--- config.mk ---
export PLATFORM = sky130hd
export DESIGN_NAME = hazard_ctrl
export DESIGN_NICKNAME = d
export VERILOG_FILES = /design/src/rtl/hazard_ctrl.sv
export SDC_FILE = /design/constraint.sdc
export NUM_CORES = 1
export LEC_CHECK = 0
export ABC_AREA = 1
export BUFFER_PORTS_ARGS = -buffer_cell sky130_fd_sc_hd__buf_2
export CORE_ASPECT_RATIO = 1.5
export CORE_UTILIZATION = 40
export CTS_CLUSTER_SIZE = 12
export DETAILED_ROUTE_END_ITERATION = 16
export MAX_ROUTING_LAYER = met4
export PLACE_DENSITY_LB_ADDON = 0.05
export SETUP_SLACK_MARGIN = 0.1
export SYNTH_ARGS = -nofsm -noshare
export SYNTH_HDL_FRONTEND = slang
export SYNTH_SLANG_ARGS = --single-unit
--- constraint.sdc ---
create_clock -name clk -period 1.6 [get_ports clk]
set_input_delay 0 -clock clk [delete_from_list [all_inputs] [get_ports clk]]
set_output_delay 0 -clock clk [all_outputs]
set_load 0.05 [all_outputs]
--- src/rtl/hazard_ctrl.sv ---
// Pipeline sequencing controller for the 5-stage MIPS core: load-use stalls,
// branch flushes, HI/LO occupancy of the mult/div unit, and halt.
module hazard_ctrl #(
  parameter int MULT_CYCLES = 4,
  parameter int DIV_CYCLES  = 32
) (
  input  logic       clk,
  input  logic       reset,
  input  logic [4:0] IFID_Rs,
  input  logic [4:0] IFID_Rt,
  input  logic       IFID_UsesRt,
  input  logic       IDEX_MemRead,
  input  logic [4:0] IDEX_Rt,
  input  logic       BranchTaken,
  input  logic       MulDivStart,
  input  logic       MulDivIsDiv,
  input  logic       IFID_IsHiLo,
  input  logic       Halt,
  output logic       PCWrite,
  output logic       IFIDWrite,
  output logic       IFIDFlush,
  output logic       IDEXBubble,
  output logic       MulDivBusy,
  output logic [1:0] State
);

  typedef enum logic [1:0] {
    RUN     = 2'b00,
    MD_BUSY = 2'b01,
    HALTED  = 2'b10
  } state_e;

  localparam logic [5:0] MULT_LOAD = 6'(MULT_CYCLES - 1);
  localparam logic [5:0] DIV_LOAD  = 6'(DIV_CYCLES - 1);

  state_e     state_q, state_d;
  logic [5:0] cnt_q, cnt_d;
  logic       lu;
  logic       stall;
  logic       flush;
  logic       busy;

  assign lu = IDEX_MemRead && (IDEX_Rt != 5'd0) &&
              ((IDEX_Rt == IFID_Rs) || (IFID_UsesRt && (IDEX_Rt == IFID_Rt)));

  always_comb begin
    state_d = state_q;
    cnt_d   = cnt_q;
    stall   = 1'b0;
    flush   = 1'b0;
    busy    = 1'b0;
    case (state_q)
      RUN: begin
        if (lu) begin
          stall = 1'b1;
        end else if (Halt) begin
          stall   = 1'b1;
          state_d = HALTED;
        end else if (BranchTaken) begin
          flush = 1'b1;
        end else if (MulDivStart) begin
          cnt_d   = MulDivIsDiv ? DIV_LOAD : MULT_LOAD;
          state_d = MD_BUSY;
        end
      end
      MD_BUSY: begin
        busy  = 1'b1;
        cnt_d = cnt_q - 6'd1;
        if (cnt_q == 6'd0) begin
          state_d = RUN;
          cnt_d   = 6'd0;
        end
        // A second mult/div also reads HI/LO, so it waits here like mfhi.
        if (lu) begin
          stall = 1'b1;
        end else if (Halt) begin
          stall   = 1'b1;
          state_d = HALTED;
          cnt_d   = 6'd0;
        end else if (IFID_IsHiLo) begin
          stall = 1'b1;
        end else if (BranchTaken) begin
          flush = 1'b1;
        end
      end
      HALTED: begin
        stall = 1'b1;
      end
      default: begin
        state_d = RUN;
        cnt_d   = 6'd0;
      end
    endcase
  end

  always_comb begin
    PCWrite    = 1'b1;
    IFIDWrite  = 1'b1;
    IFIDFlush  = 1'b0;
    IDEXBubble = 1'b0;
    MulDivBusy = 1'b0;
    State      = 2'b00;
    if (!reset) begin
      PCWrite    = !stall;
      IFIDWrite  = !stall;
      IDEXBubble = stall;
      IFIDFlush  = flush;
      MulDivBusy = busy;
      State      = state_q;
    end
  end

  always_ff @(posedge clk) begin
    if (reset) begin
      state_q <= RUN;
      cnt_q   <= 6'd0;
    end else begin
      state_q <= state_d;
      cnt_q   <= cnt_d;
    end
  end

endmodule

==> out/qor.yml, run 1 <==
setup_path:
  start_kind: "register"
  crit_fanout: 5
  cp.required_ns: 1.81
  cp-end-kind: "register"
  cpMaxStageDelayCell: "dfxtp_1"
  crit_type: "reg2reg"
  arrival_ns: 1.53
  slowest_delay_ns: 0.32
  path_cells: "inv_1 > ha_1 > nand4_1 > nand3_1 > inv_2 > nand3_1 > nand2_1 > nand2_1 > a21oi_2"
floorplan:
  coreArea_mm2: 0.00200
  start_util_pct: 42.1
  die_area_mm2: 0.00230
  die_w_um: 39.5
  pin_count: 31
  die_height_um: 58.2
  num_rows: 20
cts:
  cts_setup_buffers: 0
  cts_buffers: 3
  clkTransAtPathRegs_ns: 0.06
  clockRootBuffer: "clkbuf_4"
  cts.path.max_buffers: 2
  cts_tree: "built"
  clk_latency_ns: 0.26
  clock-sinks: 8
  htreeDepth: 1
drt:
  vias: 975
  wl_um: 1970
  drc: 1
  ant_nets: 0
  drtPass1Iterations: 10
  drtIter0Drc: 19
  viasPerCell: 4.88
  avgRoutedWirePerCell_um: 9.87
yosys:
  synth_top_area_cell: "nand2_1"
  ys_warn_count: 0
  synth_cells: 148
  synth-seq-area-share_pct: 19.0
  yosys.area.top_type_share_pct: 20.0
  netlist_top_cells_area: "nand2_1 20%, dfxtp_1 19%, inv_1 12%"
  syn_avg_cell_area_um2: 5.70
  ys_types: 25
  netlist_area_um2: 843
  ys_ff_latch: 8
  syn-num-nets: 174
global_route:
  track_usage_pct: 21.0
  grt_max_degree: 12
  grt-ovfl-total: 0
  grt_pass1_wl_um: 3350
  first_global_vias: 913
  antenna_found_initial: 0
timing:
  fin_setup_tns_ns: 0
  fin_crit_ns: 1.32
  max_slew.worst_pin.slew_ns: 0.349
  finalHoldViolCount: 0
  fin_skew_ns: 0.00900
  rsz0062_at_grt: "no"
  slew_violations: 0
  fin_hold_ws_ns: 0.0670
  min_period_over_period_pct: 82.6
  slew_headroom_pct: 76.6
  setup_viol: 0
  fmax_ghz: 0.757
power_and_ir_drop:
  clockPowerShare_pct: 22.5
  vdd_drop_max_uv: 252
  total_leakage_power_nw: 0.593
  combPwrFrac_pct: 45.4
  switching_share_pct: 42.4
  p_switching_mw: 0.314
  pwr-share-seq_pct: 32.1
  p_int_mw: 0.427
  power.density_mw_per_mm2: 724
  power.total_mw: 0.741
finish:
  stdcell_area_mm2: 0.00102
  syn_to_final_growth_pct: 21.4
  layout-drive-gt1-share_pct: 29.8
  final_cell_mix: "45 x nand2_1, 30 x buf_2, 26 x inv_1"
  diodes: 0
  stdcell_count: 200
  nets: 206
  layout_commonest_cell: "nand2_1"
outcome:
  status: "finished, violations left"
  violations: "design-rule violations"
placed_design:
  io_buffers: 30
  gp_congestion: 0.829
  hpwl_um: 1680
  placed_cells: 197
  postPlaceCellArea_um2: 998
job:
  cap_violations: 0
worst_hold_path:
  hold_path.class: "in2reg"
-- logic make-up after synthesis --
kind of cell / share of synthesized area [%]
compound gates: 9.50
xor+xnor: 4.16
fa+ha+maj: 2.97
buf+inv: 17.7
flops: 19.0
simple gates: 46.7
-- metrics by stage --
stage               setup WS (ns)  utilization (%)
floorplan                   0.187                -
global placement            0.237             49.9
detailed placement          0.229             49.9
CTS                         0.187             51.0
global route                0.133             51.1
finish                      0.279             51.1
-- per-layer routing --
| metal | wire, µm | share of wire (%) | up-vias | track usage (%) |
|---|---|---|---|---|
| li1 | - | - | 513 | - |
| met1 | 743 | 38 | 429 | 18.9 |
| met2 | 1100 | 55 | 24 | 38.6 |
| met3 | 52 | 2.6 | 9 | 1.15 |
| met4 | 80 | 4.1 | 0 | 13.8 |
| met5 | 0 | 0 | - | - |
-- power groups by stage --
stage          registers, mW  clock network [mW]  logic (mW)
2_1_floorplan          0.233                   0       0.269
3_3_place_gp           0.241                   0       0.335
3_5_place_dp           0.241                   0       0.339
4_1_cts                0.237               0.170       0.340
5_1_grt                0.242               0.184       0.384
6_report               0.238               0.167       0.337
-- critical path: cells and delay by family (launching register included) --
| kind | cells | cell delay [ns] |
|---|---|---|
| simple gates | 5 | 0.44 |
| flops | 1 | 0.32 |
| buf+inv | 2 | 0.20 |
| fa+ha+maj | 1 | 0.20 |
| compound gates | 1 | 0.10 |
-- flip-flops by register name (all words and copies together) (netlist names) --
name,flops
state_q,2
cnt_q,6
-- final timing paths --
| kind | from | to | slack (ns) | depth (start not counted) |
|---|---|---|---|---|
| worst max-delay path | cnt_q[0]$_SDFFE_PP0P_ | cnt_q[4]$_SDFFE_PP0P_ | 0.28 | 9 |
| worst min-delay path | reset | cnt_q[4]$_SDFFE_PP0P_ | 0.07 | 2 |
| worst max register to register | cnt_q[0]$_SDFFE_PP0P_ | cnt_q[4]$_SDFFE_PP0P_ | 0.28 | 9 |
| worst min register to register | cnt_q[0]$_SDFFE_PP0P_ | cnt_q[0]$_SDFFE_PP0P_ | 0.48 | 2 |
-- repair_timing --
item	CTS	global route
hold buffers	0	0
resized for setup	0	3
setup endpoints to repair	0	5
-- synthesized netlist by cell type (all sizes together) --
library cell,count
nand2,50
a21oi,6
inv,31
nor3,3
ha,2
xnor2,2
and3,1
nor2,17
or2,1
a32oi,1
buf,2
nand4,2
xor2,2
o21ai,2
dfxtp,8
a22oi,1
a41oi,1
clkbuf,1
nand3,15
-- layout make-up --
class / instances / area (µm²)
repair buffers: 30 / 150
clock buffers: 3 / 22.5
flip-flops and latches: 8 / 163
multi-input cells: 106 / 544
inverters: 31 / 116
well taps: 22 / 27.5
fillers: 243 / 978
Power figures use the tool's default switching activity.
==> run 2, diff against run 1 <==
ABC_AREA = 0   (was 1)
CORE_ASPECT_RATIO = unset   (was 1.5)
clock period = 1.4 ns   (was 1.6 ns; I/O delays follow)
==> run 2 against run 1 <==
The run ends with negative setup slack left. Routed wire length grew 34%. Clock-buffer cell count is the same. Via count shrank 0.10%. Clock skew shrank 0.0088 ns. Hold slack gained 0.045 ns. Core utilization grew 29 points. Combinational power grew 30%. Non-clock buffer count grew 29. Critical path type is now in2reg.
==> out/qor.yml, run 2 <==
yosys:
  synth_top_area_cell: "dfxtp_1"
  synth-seq-area-share_pct: 22.0  # +3.0 points
  synth_common_cells: "12 x xnor2_1, 11 x nor2_1, 9 x inv_1"
  async_reset_ff_share_pct: 0  # unchanged
  netlist_top_cells_area: "dfxtp_1 22%, xnor2_1 14%, nor2_1 5.7%"
  netlist_area_um2: 729  # -14%
  syn-num-nets: 125  # -28%
  synth_edf_count: 0  # unchanged
  yosysMostFrequentCell: "xnor2_1"
  yosys.area.top_type_share_pct: 22.0  # +1.9 points
  synth_ff_type: "dfxtp_1"
  ys_warn_count: 0  # unchanged
  synth_cells: 99  # -33%
  syn_avg_cell_area_um2: 7.37  # +29%
  ys_ff_latch: 8  # unchanged
  ys_types: 34  # +36%
timing:
  fin_skew_ns: 0.000178  # -0.00882 ns
  max_slew.worst_pin.slew_ns: 0.335  # -0.0148 ns
  slew_violations: 0  # unchanged
  fin_crit_ns: 1.46
  slew_headroom_pct: 77.7  # +1.1 points
  finalHoldViolCount: 0  # unchanged
  min_period_over_period_pct: 104
  fmax_ghz: 0.686
  rsz0062_at_grt: "yes"
  setup_viol: 8  # +8
  setup_ws_ns: -0.0576  # -0.337 ns
power_and_ir_drop:
  total_leakage_power_nw: 0.583  # -1.7%
  clockPowerShare_pct: 20.8  # -1.7 points
  p_switching_mw: 0.321  # +2.2%
  vdd_drop_max_uv: 562  # +120%
  pwr-share-seq_pct: 29.1  # -3.0 points
  switching_share_pct: 36.8  # -5.6 points
  power.density_mw_per_mm2: 627  # -13%
  combPwrFrac_pct: 50.1  # +4.7 points
  p_int_mw: 0.551  # +29%
  power.total_mw: 0.872  # +18%
outcome:
  violations: "negative setup slack"
  status: "finished, violations left"
global_route:
  grt_max_degree: 15  # +3
  antenna_found_initial: 0  # unchanged
  first_global_vias: 929  # +1.8%
  met1_usage_pct: 30.1  # +11 points
  grt_pass1_wl_um: 3880  # +16%
  use_met3_pct: 8.00  # +6.9 points
  top_usage_layer: "met2"
  grt_use_met2_pct: 48.8  # +10 points
  track_usage_pct: 27.0  # +6.0 points
  grt-ovfl-total: 0  # unchanged
floorplan:
  die_area_mm2: 0.00200  # -13%
  die_w_um: 44.7  # +13%
  pin_count: 31  # unchanged
  num_rows: 15  # -25%
  coreArea_mm2: 0.00173  # -14%
  start_util_pct: 42.2  # +0.12 points
  die_height_um: 44.7  # -23%
placed_design:
  gp_congestion: 0.799  # -3.6%
  hpwl_um: 1530  # -9.3%
  io_buffers: 30  # unchanged
  postPlaceCellArea_mm2: 0.00106  # +5.8%
setup_path:
  worstReg2RegEnd: "cnt_q[4]$_SDFFE_PP0P_"
  slowest_delay_ns: 0.53  # +0.21 ns
  worstReg2RegStart: "cnt_q[1]$_SDFFE_PP0P_"
  start_kind: "input pin"
  crit_fanout: 3  # -2
  path_cells: "buf_8 > or4_4 > o21a_4 > buf_4 > buf_6 > a21boi_4 > nor2_4 > a221oi_2"
  critical_path.endpoint: "cnt_q[0]$_SDFFE_PP0P_"
  cpMaxStageDelayCell: "or4_4"
  rrSetupSlack_ns: -0.05  # -0.33 ns
  cp-end-kind: "register"
  r2r_cells: 8  # -1
  cp.required_ns: 1.57  # -0.24 ns
  crit_start: "IDEX_Rt[4]"
  arrival_ns: 1.63  # +0.10 ns
  crit_type: "in2reg"
finish:
  final_cell_mix: "29 x buf_4, 23 x buf_2, 12 x xnor2_1"
  regMostFlops: "cnt_q"
  syn_to_final_growth_pct: 90.7
  largest_reg_flops: 6  # unchanged
  stdcell_area_mm2: 0.00139  # +36%
  fillCellCount: 119  # -51%
  layout-drive-gt1-share_pct: 63.1  # +33 points
  reg.largest.list: "cnt_q (6), state_q (2)"
  nets: 185  # -10%
  diodes: 0  # unchanged
  layout_commonest_cell: "buf_4"
drt:
  avgRoutedWirePerCell_um: 14.5  # +47%
  ant_nets: 0  # unchanged
  drtIter0Drc: 9  # -10
  viasPerCell: 5.35  # +9.8%
  vias: 974  # -0.10%
  wl_um: 2640  # +34%
  drc: 0  # -1
  drtPass1Iterations: 4  # -6
cts:
  cts_buffers: 3  # unchanged
  cts_tree: "built"
  ctsHoldBuffers: 0  # unchanged
  clk_latency_ns: 0.26  # about the same
  cts.path.max_buffers: 2  # unchanged
  htreeDepth: 1  # unchanged
  clockRootBuffer: "clkbuf_4"
  clock-sinks: 8  # unchanged
  clkTransAtPathRegs_ns: 0.05  # about the same
worst_hold_path:
  holdPathStages: 2  # unchanged
  hold_path.class: "in2reg"
job:
  cap_violations: 0  # unchanged
[run 2: cell types whose count changed in the layout (fill, tap and decap cells not counted), moves of 9 or more]
cell and change:
buf_4 +29, nand2_1 -39, nor2_1 -9, nand3_1 -11
inv_1 -20, xnor2_1 +10
[run 2: kinds of logic (layout without fill, tap and decap cells)]
| group | after synthesis | count (layout) | share of synthesized area (%) |
|---|---|---|---|
| xor gates and xnor gates | 12 | 12 | 14.4 |
| DFF | 8 | 8 | 22.0 |
| buffers and inverters | 13 | 71 | 8.23 |
| adders and majority gates | 2 | 2 | 3.43 |
| muxes | 1 | 1 | 1.54 |
| AOI/OAI and AO/OA | 27 | 27 | 26.2 |
| and+or+nand+nor | 36 | 36 | 24.2 |
[run 2: area by class of cell]
| type | instances | area (µm²) | share of cell area [%] |
|---|---|---|---|
| Multi-Input combinational cell | 78 | 713 | 51.3 |
| Timing Repair Buffer | 59 | 419 | 30.1 |
| Sequential cell | 8 | 165 | 11.9 |
| Inverter | 9 | 40.0 | 2.88 |
| Tap cell | 25 | 31.3 | 2.25 |
| Clock buffer | 3 | 22.5 | 1.62 |
[run 2: worst max-delay path, delay by kind of cell]
family | cells | cell delay (ns)
buffers and inverters | 3 | 0.35
AOI/OAI and AO/OA | 3 | 0.66
and+or+nand+nor | 2 | 0.61
[run 2: timing repair]
| item | in CTS | in global routing |
|---|---|---|
| setup buffers | 9 | 6 |
| pin swaps | 17 | 12 |
| resized for setup | 34 | 17 |
| hold endpoints to repair | 0 | 0 |
| setup endpoints to repair | 8 | 13 |
[run 2: worst min path at each step]
stage               slack (ns)   from                 endpoint
floorplan                 0.17   Halt  state_q[0]$_SDFFE_PP0P_
global placement          0.35  reset  state_q[1]$_SDFFE_PP0P_
detailed placement        0.36  reset  state_q[1]$_SDFFE_PP0P_
CTS                       0.10  reset  state_q[1]$_SDFFE_PP0P_
global route              0.12  reset  state_q[1]$_SDFFE_PP0P_
finish                    0.11  reset  state_q[1]$_SDFFE_PP0P_
[run 2: per-layer routing]
layer | routed length [µm] | part of all wire [%]
met2 | 1430 | 54
met1 | 1030 | 39
met5 | 0 | 0
met4 | 32 | 1.2
met3 | 144 | 5.5
[run 2: through the flow]
step	worst slack, ns	util [%]	std cells	hold WS, ns	setup TNS, ns
detailed placement	-0.182	61.2	165	0.364	-1.34
global placement	-0.157	61.2	165	0.346	-1.28
CTS	-0.0643	75.1	177	0.104	-0.214
finish	-0.0576	80.6	182	0.112	-0.321
global route	-0.119	80.6	182	0.121	-0.708
floorplan	-0.106	-	99	0.174	-0.106
[run 2: power groups by stage]
stage	logic, mW	clock network (mW)	registers (mW)
floorplan	0.209	0	0.250
global placement	0.305	0	0.254
detailed placement	0.309	0	0.254
CTS	0.392	0.186	0.252
global route	0.465	0.206	0.255
finish	0.437	0.181	0.254
